File: src/rtl/serial_sub.sv
// Bit-serial ripple-borrow subtractor: d = a - b - bin, one bit per clock, LSB first.
// Define SERIAL_SUB_OVF_EN to produce the two's-complement overflow flag; otherwise ovf is 0.
module serial_sub #(
   parameter int W = 8
) (
   input  logic         clk,
   input  logic         rst,
   input  logic         start,
   input  logic [W-1:0] a,
   input  logic [W-1:0] b,
   input  logic         bin,
   output logic         busy,
   output logic         done,
   output logic [W-1:0] d,
   output logic         bout,
   output logic         ovf
);

   localparam int CW = $clog2(W);

   typedef enum logic [1:0] {IDLE, RUN, DONE} state_t;

   state_t        state;
   logic [W-1:0]  sa;
   logic [W-1:0]  sb;
   logic [W-1:0]  sd;
   logic          br;
   logic [CW-1:0] cnt;

   logic          diff;
   logic          br_next;
   logic [W-1:0]  sd_next;

`ifdef SERIAL_SUB_OVF_EN
   // Borrow into the bit currently being processed; at the last bit this is the borrow into the MSB.
   logic br_msb;
   always_comb begin
      br_msb = br;
   end
`endif

   // One full-subtractor cell fed by the LSBs of the operand shift registers.
   always_comb begin
      diff    = sa[0] ^ sb[0] ^ br;
      br_next = (~sa[0] & sb[0]) | (~sa[0] & br) | (sb[0] & br);
      sd_next = {diff, sd[W-1:1]};
   end

   // Control FSM and datapath; results are only written on the completing edge.
   always_ff @(posedge clk) begin
      if (rst) begin
         state <= IDLE;
         sa    <= '0;
         sb    <= '0;
         sd    <= '0;
         br    <= 1'b0;
         cnt   <= '0;
         busy  <= 1'b0;
         done  <= 1'b0;
         d     <= '0;
         bout  <= 1'b0;
         ovf   <= 1'b0;
      end else begin
         case (state)
            IDLE, DONE: begin
               done <= 1'b0;
               if (start) begin
                  sa    <= a;
                  sb    <= b;
                  sd    <= '0;
                  br    <= bin;
                  cnt   <= '0;
                  busy  <= 1'b1;
                  state <= RUN;
               end else begin
                  state <= IDLE;
               end
            end
            RUN: begin
               sa  <= sa >> 1;
               sb  <= sb >> 1;
               sd  <= sd_next;
               br  <= br_next;
               cnt <= cnt + 1'b1;
               if (cnt == CW'(W - 1)) begin
                  d     <= sd_next;
                  bout  <= br_next;
`ifdef SERIAL_SUB_OVF_EN
                  ovf   <= br_msb ^ br_next;
`else
                  ovf   <= 1'b0;
`endif
                  busy  <= 1'b0;
                  done  <= 1'b1;
                  state <= DONE;
               end
            end
            default: begin
               state <= IDLE;
               busy  <= 1'b0;
               done  <= 1'b0;
            end
         endcase
      end
   end

endmodule

File: config.mk
export PLATFORM = sky130hd
export DESIGN_NAME = serial_sub
export DESIGN_NICKNAME = d
export VERILOG_FILES = /design/src/rtl/serial_sub.sv
export SDC_FILE = /design/constraint.sdc
export NUM_CORES = 1
export LEC_CHECK = 0
export CAP_MARGIN = 20
export CORE_ASPECT_RATIO = 1.2
export CORE_MARGIN = 3
export CORE_UTILIZATION = 48
export CTS_BUF_LIST = sky130_fd_sc_hd__clkbuf_8
export DETAILED_ROUTE_END_ITERATION = 16
export GPL_ROUTABILITY_DRIVEN = 0
export PLACE_DENSITY = 0.76
export SETUP_SLACK_MARGIN = 0.3
export SLEW_MARGIN = 20
export SYNTH_ARGS = -nofsm -noshare
export SYNTH_HDL_FRONTEND = slang
export SYNTH_SLANG_ARGS = --single-unit
File: constraint.sdc
create_clock -name clk -period 1.38 [get_ports clk]
set_clock_uncertainty 0.1 [all_clocks]
set_input_delay 0.207 -clock clk [delete_from_list [all_inputs] [get_ports clk]]
set_output_delay 0.207 -clock clk [all_outputs]
set_load 0.005 [all_outputs]
==> results of run 1 <==
repair_timing:
action,CTS,global route
pin swaps,10,17
endpoints found under the hold margin,0,0
cloned,4,1
buffers inserted,10,5
setup endpoints to repair,51,42
resized for setup,87,44
synth_stat cells, types with 2 or more instances:
master	count	area [um^2]
buf_6	6	67.56
nand2b_1	3	18.77
dfxtp_1	40	800.8
ha_1	2	25.02
a311oi_2	2	30.03
nand2_1	17	63.81
buf_4	6	45.04
mux2i_1	2	20.02
o22ai_1	15	93.84
a21oi_1	20	100.1
nand3_1	20	100.1
clkbuf_1	4	15.01
o21a_1	3	22.52
nor2_1	6	22.52
nor3_1	29	145.1
and2b_1	2	15.01
area by class of cell:
type                    instances  area (um^2)  area share, %
clock buffers                   6        82.58          3.162
clock inverters                 2        11.26         0.4312
well taps                      36        45.04          1.725
flip-flops and latches         40        825.8          31.62
inverters                       1        3.754         0.1437
repair buffers                 65        620.6          23.77
multi-input cells             127         1022          39.15
through the flow:
| stage | setup WS (ns) | total power, mW | util [%] | setup TNS, ns |
|---|---|---|---|---|
| after floorplan | 0.1398 | 1.576 | - | 0 |
| after global placement | -0.1531 | 1.659 | 65.52 | -2.258 |
| after detailed placement | -0.2281 | 1.675 | 65.52 | -3.889 |
| after CTS | 0.08789 | 2.567 | 74.22 | 0 |
| after global routing | 0.0007832 | 2.789 | 81.78 | 0 |
| final | 0.04694 | 2.664 | 81.78 | 0 |
worst max-delay path by stage:
stage	from	slack [ns]	to
3_3_place_gp	start	-0.15	sa[4]
4_1_cts	br	0.09	sd[7]
3_5_place_dp	start	-0.23	sa[2]
6_report	br	0.05	sd[7]
2_1_floorplan	state[0]	0.14	sb[1]
5_1_grt	br	0.0008	sd[7]
tightest hold or removal path: cells and delay by family (launching register included):
family | cells | cell delay [ns]
flops | 1 | 0.32
simple gates | 1 | 0.06
compound gates | 1 | 0.04
logic make-up after synthesis:
kind of cell / Yosys count
buffers and inverters: 19
flip-flops: 40
AO/OA/AOI/OAI: 41
adder cells (fa/ha/maj): 3
other: 1
multiplexers: 2
AND/OR/NAND/NOR: 79
sequential cells by signal, indices dropped and copies added, names as in the netlist:
signal and count:
sb 8, bout 1, state 2, sa 8
br 1, d 8, done 1, cnt 3
sd 7, busy 1
power breakdown:
group	total (mW)	switching, mW	leakage [nW]	internal (mW)
sequential	1.28	0.0622	0.335	1.22
clock	0.814	0.415	0.0486	0.399
combinational	0.569	0.263	0.636	0.307
total	2.66	0.740	1.02	1.92
per-layer routing:
metal	routed length, um	part of all wire (%)
met3	225	4.4
met4	101	2.0
met5	0	0
met2	2816	55
met1	1951	38
layout by cell type, fill, tap and decap left out, types with 3 or more instances in the layout:
cell and n:
nor2_1 5, buf_6 13, o22ai_2 7, nor3_2 16, dfxtp_1 22, nand3_2 8, buf_2 9, o21a_1 3
a21oi_1 13, dfxtp_2 17, nor3_1 11, clkbuf_8 6, nand2_4 4, nand3_1 12, clkdlybuf4s50_1 18, a21oi_2 7
buf_12 3, buf_4 18, and2b_4 3, o22ai_1 8, nand2b_4 3, nand2_1 11
==> summary.txt, run 1 <==
Outcome
  • Run status: finished, final reports clean

STA
  • Final count of negative-setup-slack endpoints: 0
  • Tcrit/Tclk final: 96.60%
  • Tmin final: 1.333 ns
  • Minimum hold slack: 0.3601 ns
  • Final Hold Fails: 0
  • Max Transition Viols Final: 0
  • Fmax: 750.2 MHz
  • RSZ-0062 raised after global routing: true

Route
  • 1st-iter DRT viols: 121
  • Routed length per placed instance: 18.39 um
  • Routed vias: 1624
  • Mean number of vias per cell: 5.863
  • # DRC: 0
  • DRT antenna net count: 0
  • TritonRoute pass-1 iters: 4
  • Total Wirelength: 5094 um

Yosys
  • Simple-gate share of the synthesized area: 23.29%
  • Synthesized area: 0.001660 mm^2
  • Synth warn: 0
  • Post-Synth Adder-Cell Area: 2.713%
  • Post-synthesis net count: 208
  • Top_reg_cell synth: dfxtp_1
  • Largest family of logic cells by synthesized area: simple AND/OR/NAND/NOR gates
  • Yosys cell types: 24
  • Gate Count Post-Synth: 185
  • Number of enable flip-flop cells after synthesis: 0
  • Post-synthesis mux area share: 1.206%
  • Compound-Gate Fraction of Synth Area: 15.30%
  • Post-Synth XOR/XNOR Area: 0%
  • Seq/Total Area, Yosys: 48.23%
  • Yosys reg bits: 40
  • FFs w/ async S/R, synth: 0%
  • Syn_area_per_cell: 8.975 um^2

Worst hold path
  • Worst hold stages: 2
  • Worst hold start: sd[1]
  • HP Class: reg -> reg
  • Hold Path End: sd[1]

Clocking
  • Clock sinks: 40
  • CTS Hold Bufs: 0
  • Worst-case clock buffer depth: 2
  • CTS tree: done
  • Worst skew pair latency: 0.30 ns
  • Worst-path clk slew: 0.08 ns
  • CTS Buf Count: 5
  • Number of H-tree levels: 2
  • CTS root buf: clkbuf_8

Global routing
  • Busiest grt layer: met2
  • Pin count of the biggest net entering global routing: 41
  • Met3 Use GR: 6.654%
  • Initial antenna violation count: 0
  • First-pass GRT wire length: 7438 um
  • Gr ovfl total: 0
  • Met2 usage: 40.26%
  • Number of global-route vias before repair: 1593
  • Met1 Track Usage GR: 26.09%
  • Gr usage total: 23.47%

Critical path
  • Critical path fanouts, max: 2
  • Worst path depth: 3
  • Crit path DAT: 1.41 ns
  • Cell family with most CP delay: adder cells
  • CP Cell Sequence: fa_2, nand2b_1, a21oi_1
  • CP Buf/Inv Count: 0
  • Reg2reg start: br
  • Worst endpoint required time: 1.46 ns
  • R2R cell count: 3
  • Slowest cell on crit path: fa_2
  • Crit path capture type: register
  • Crit start category: register
  • Worst setup path class: reg -> reg
  • Max incr delay on CP: 0.59 ns
  • FF-to-FF setup slack: 0.05 ns
  • Reg2reg end: sd[7]

Placement
  • Dpl cells: 249
  • Port Buffers: 30
  • Post-DP HPWL: 2656 um
  • Cell Area, Placed: 0.002092 mm^2

Die
  • Die W: 59.69 um
  • Full die area: 0.004204 mm^2
  • I/O Pins: 32
  • Die Ht: 70.43 um
  • FP Rows: 22
  • Core footprint: 0.003193 mm^2
  • Initial Util: 52.00%

Layout
  • Fillers: 197
  • Cell area after layout: 0.002611 mm^2
  • Ant diodes: 0
  • Share of layout cells above drive strength 1: 53.94%
  • Synth-to-layout area growth: 57.27%
  • Nets: 263
  • Final Non-Filler Cells: 277

Pwr
  • Max IR drop VDD: 933.2 uV
  • PwrDens: 1020 mW/mm^2
  • Leakage: 1.020 nW

Job
  • Max-cap violations: 0
Power figures use the tool's default switching activity.
==> run 2, diff against run 1 <==
==> constraint.sdc (replaced) <==
create_clock -name clk -period 1.2 [get_ports clk]
set_clock_uncertainty 0.1 [all_clocks]
set_input_delay 0.18 -clock clk [delete_from_list [all_inputs] [get_ports clk]]
set_output_delay 0.18 -clock clk [all_outputs]
set_load 0.005 [all_outputs]
==> run 2 against run 1 <==
The flow now finishes with violations (setup timing). Cell count did not move. Critical path type unchanged. Largest cell class unchanged. Fmax fell by 3.0%. Critical endpoint is now d[7]. Utilization rose by 3.9 points. Hold slack got worse by 0.0037 ns.
==> summary.txt, run 2 (synthesis results as in run 1) <==
Outcome
  • Run status: complete, but fails checks
  • Failing checks: setup timing

Layout
  • Cell area after layout: 0.002736 mm^2
  • Top Registers: d: 8 flops, sa: 8 flops, sb: 8 flops
  • Commonest non-fill, non-tap cells in the layout: dfxtp_1 (23), clkdlybuf4s50_1 (18), dfxtp_2 (16), buf_4 (16)
  • Seq. cell area: 824.5 um^2
  • Nets: 263
  • Most common cell after layout, fill and taps aside: dfxtp_1
  • Fillers: 171
  • Ant diodes: 0
  • Final Non-Filler Cells: 277
  • Share of layout cells above drive strength 1: 59.75%
  • Final Core Density: 85.70%
  • Synth-to-layout area growth: 64.81%
  • Multi-input logic area: 0.001094 mm^2

Pwr
  • Max IR drop VDD: 1401 uV
  • PwrDens: 1244 mW/mm^2
  • Leakage: 1.030 nW
  • Total Power: 3.404 mW

Die
  • Die W: 59.69 um
  • Full die area: 0.004204 mm^2
  • Die Ht: 70.43 um
  • I/O Pins: 32
  • Initial Util: 52.00%
  • FP Rows: 22
  • Core footprint: 0.003193 mm^2

STA
  • Tcrit/Tclk final: 114.5%
  • Minimum hold slack: 0.3564 ns
  • Tmin final: 1.375 ns
  • Fmax: 727.5 MHz
  • Final worst slack: -0.1745 ns
  • RSZ-0062 raised after global routing: true
  • Max Transition Viols Final: 0
  • Final Hold Fails: 0
  • Total negative slack: -1.693 ns
  • Final count of negative-setup-slack endpoints: 23

Placement
  • Port Buffers: 30
  • Worst slack, placed: -0.3886 ns
  • Post-DP HPWL: 2793 um
  • Cell Area, Placed: 0.002142 mm^2
  • Dpl cells: 254

Global routing
  • First-pass GRT wire length: 7693 um
  • Pin count of the biggest net entering global routing: 34
  • Initial antenna violation count: 0
  • Gr usage total: 24.01%
  • Number of global-route vias before repair: 1641
  • Gr ovfl total: 0

Critical path
  • Crit path DAT: 1.48 ns
  • Crit path capture type: register
  • Crit start category: register
  • Worst setup path class: reg -> reg
  • Worst endpoint required time: 1.30 ns
  • Critical path fanouts, max: 10

Route
  • # DRC: 0
  • Routed length per placed instance: 19.74 um
  • DRT antenna net count: 0
  • TritonRoute pass-1 iters: 5
  • Mean number of vias per cell: 5.903
  • Routed vias: 1635
  • Total Wirelength: 5468 um
  • 1st-iter DRT viols: 78

Clocking
  • Worst-path clk slew: 0.08 ns
  • Clock sinks: 40
  • Worst-case clock buffer depth: 2
  • Worst skew pair latency: 0.30 ns
  • Number of H-tree levels: 2
  • CTS root buf: clkbuf_8
  • CTS tree: done
  • CTS Buf Count: 5

Worst hold path
  • HP Class: reg -> reg

Job
  • Max-cap violations: 0
==> run 2: changes by cell type in the layout (fill, tap and decap cells not counted), sizes merged <==
cell and change:
dlygate4sd2 -1, bufinv +1, clkdlybuf4s15 +1, clkbuf +1
clkinvlp -1, inv -1, buf -1, nand2b +1
==> run 2: report_power, final <==
group,total (mW),switching (mW),internal [mW],leakage [nW]
combinational,0.714,0.331,0.383,0.630
sequential,1.47,0.0740,1.40,0.335
clock,1.22,0.481,0.734,0.0645
==> run 2: final cells by class <==
cell class	instances	share of cell area [%]
Clock buffer	7	3.521
Clock inverter	1	1.097
Inverter	1	0.1372
Multi-Input combinational cell	128	39.96
Sequential cell	40	30.13
Tap cell	36	1.646
Timing Repair Buffer	64	23.50
==> run 2: routing by layer <==
metal | part of all wire (%) | track usage (%) | up-vias
li1 | - | - | 769
met1 | 39 | 27.42 | 798
met2 | 53 | 40.50 | 53
met3 | 4.8 | 6.470 | 15
met4 | 3.1 | 10.34 | 0
met5 | 0 | 0 | -
==> run 2: worst paths after layout <==
| kind | from | to | slack, ns | depth (start not counted) |
|---|---|---|---|---|
| min | d[3] | d[3] | 0.36 | 2 |
| max | cnt[0] | d[7] | -0.17 | 5 |
| max reg2reg | cnt[0] | d[7] | -0.17 | 5 |
| min reg2reg | d[3] | d[3] | 0.36 | 2 |
==> run 2: repair_timing <==
| action | CTS | global route |
|---|---|---|
| buffers inserted | 7 | 2 |
| pin swaps | 5 | 20 |
| gates cloned | 4 | 2 |
| resized for setup | 93 | 55 |
| hold buffers | 0 | 0 |
| endpoints found under the setup margin | 51 | 51 |
==> run 2: worst max-delay path, stage by stage (launching register included) <==
cell and delay, ns:
dfxtp_2 0.36, ha_4 0.15, ha_4 0.15, buf_6 0.15, a21oi_1 0.11, a311oi_2 0.26
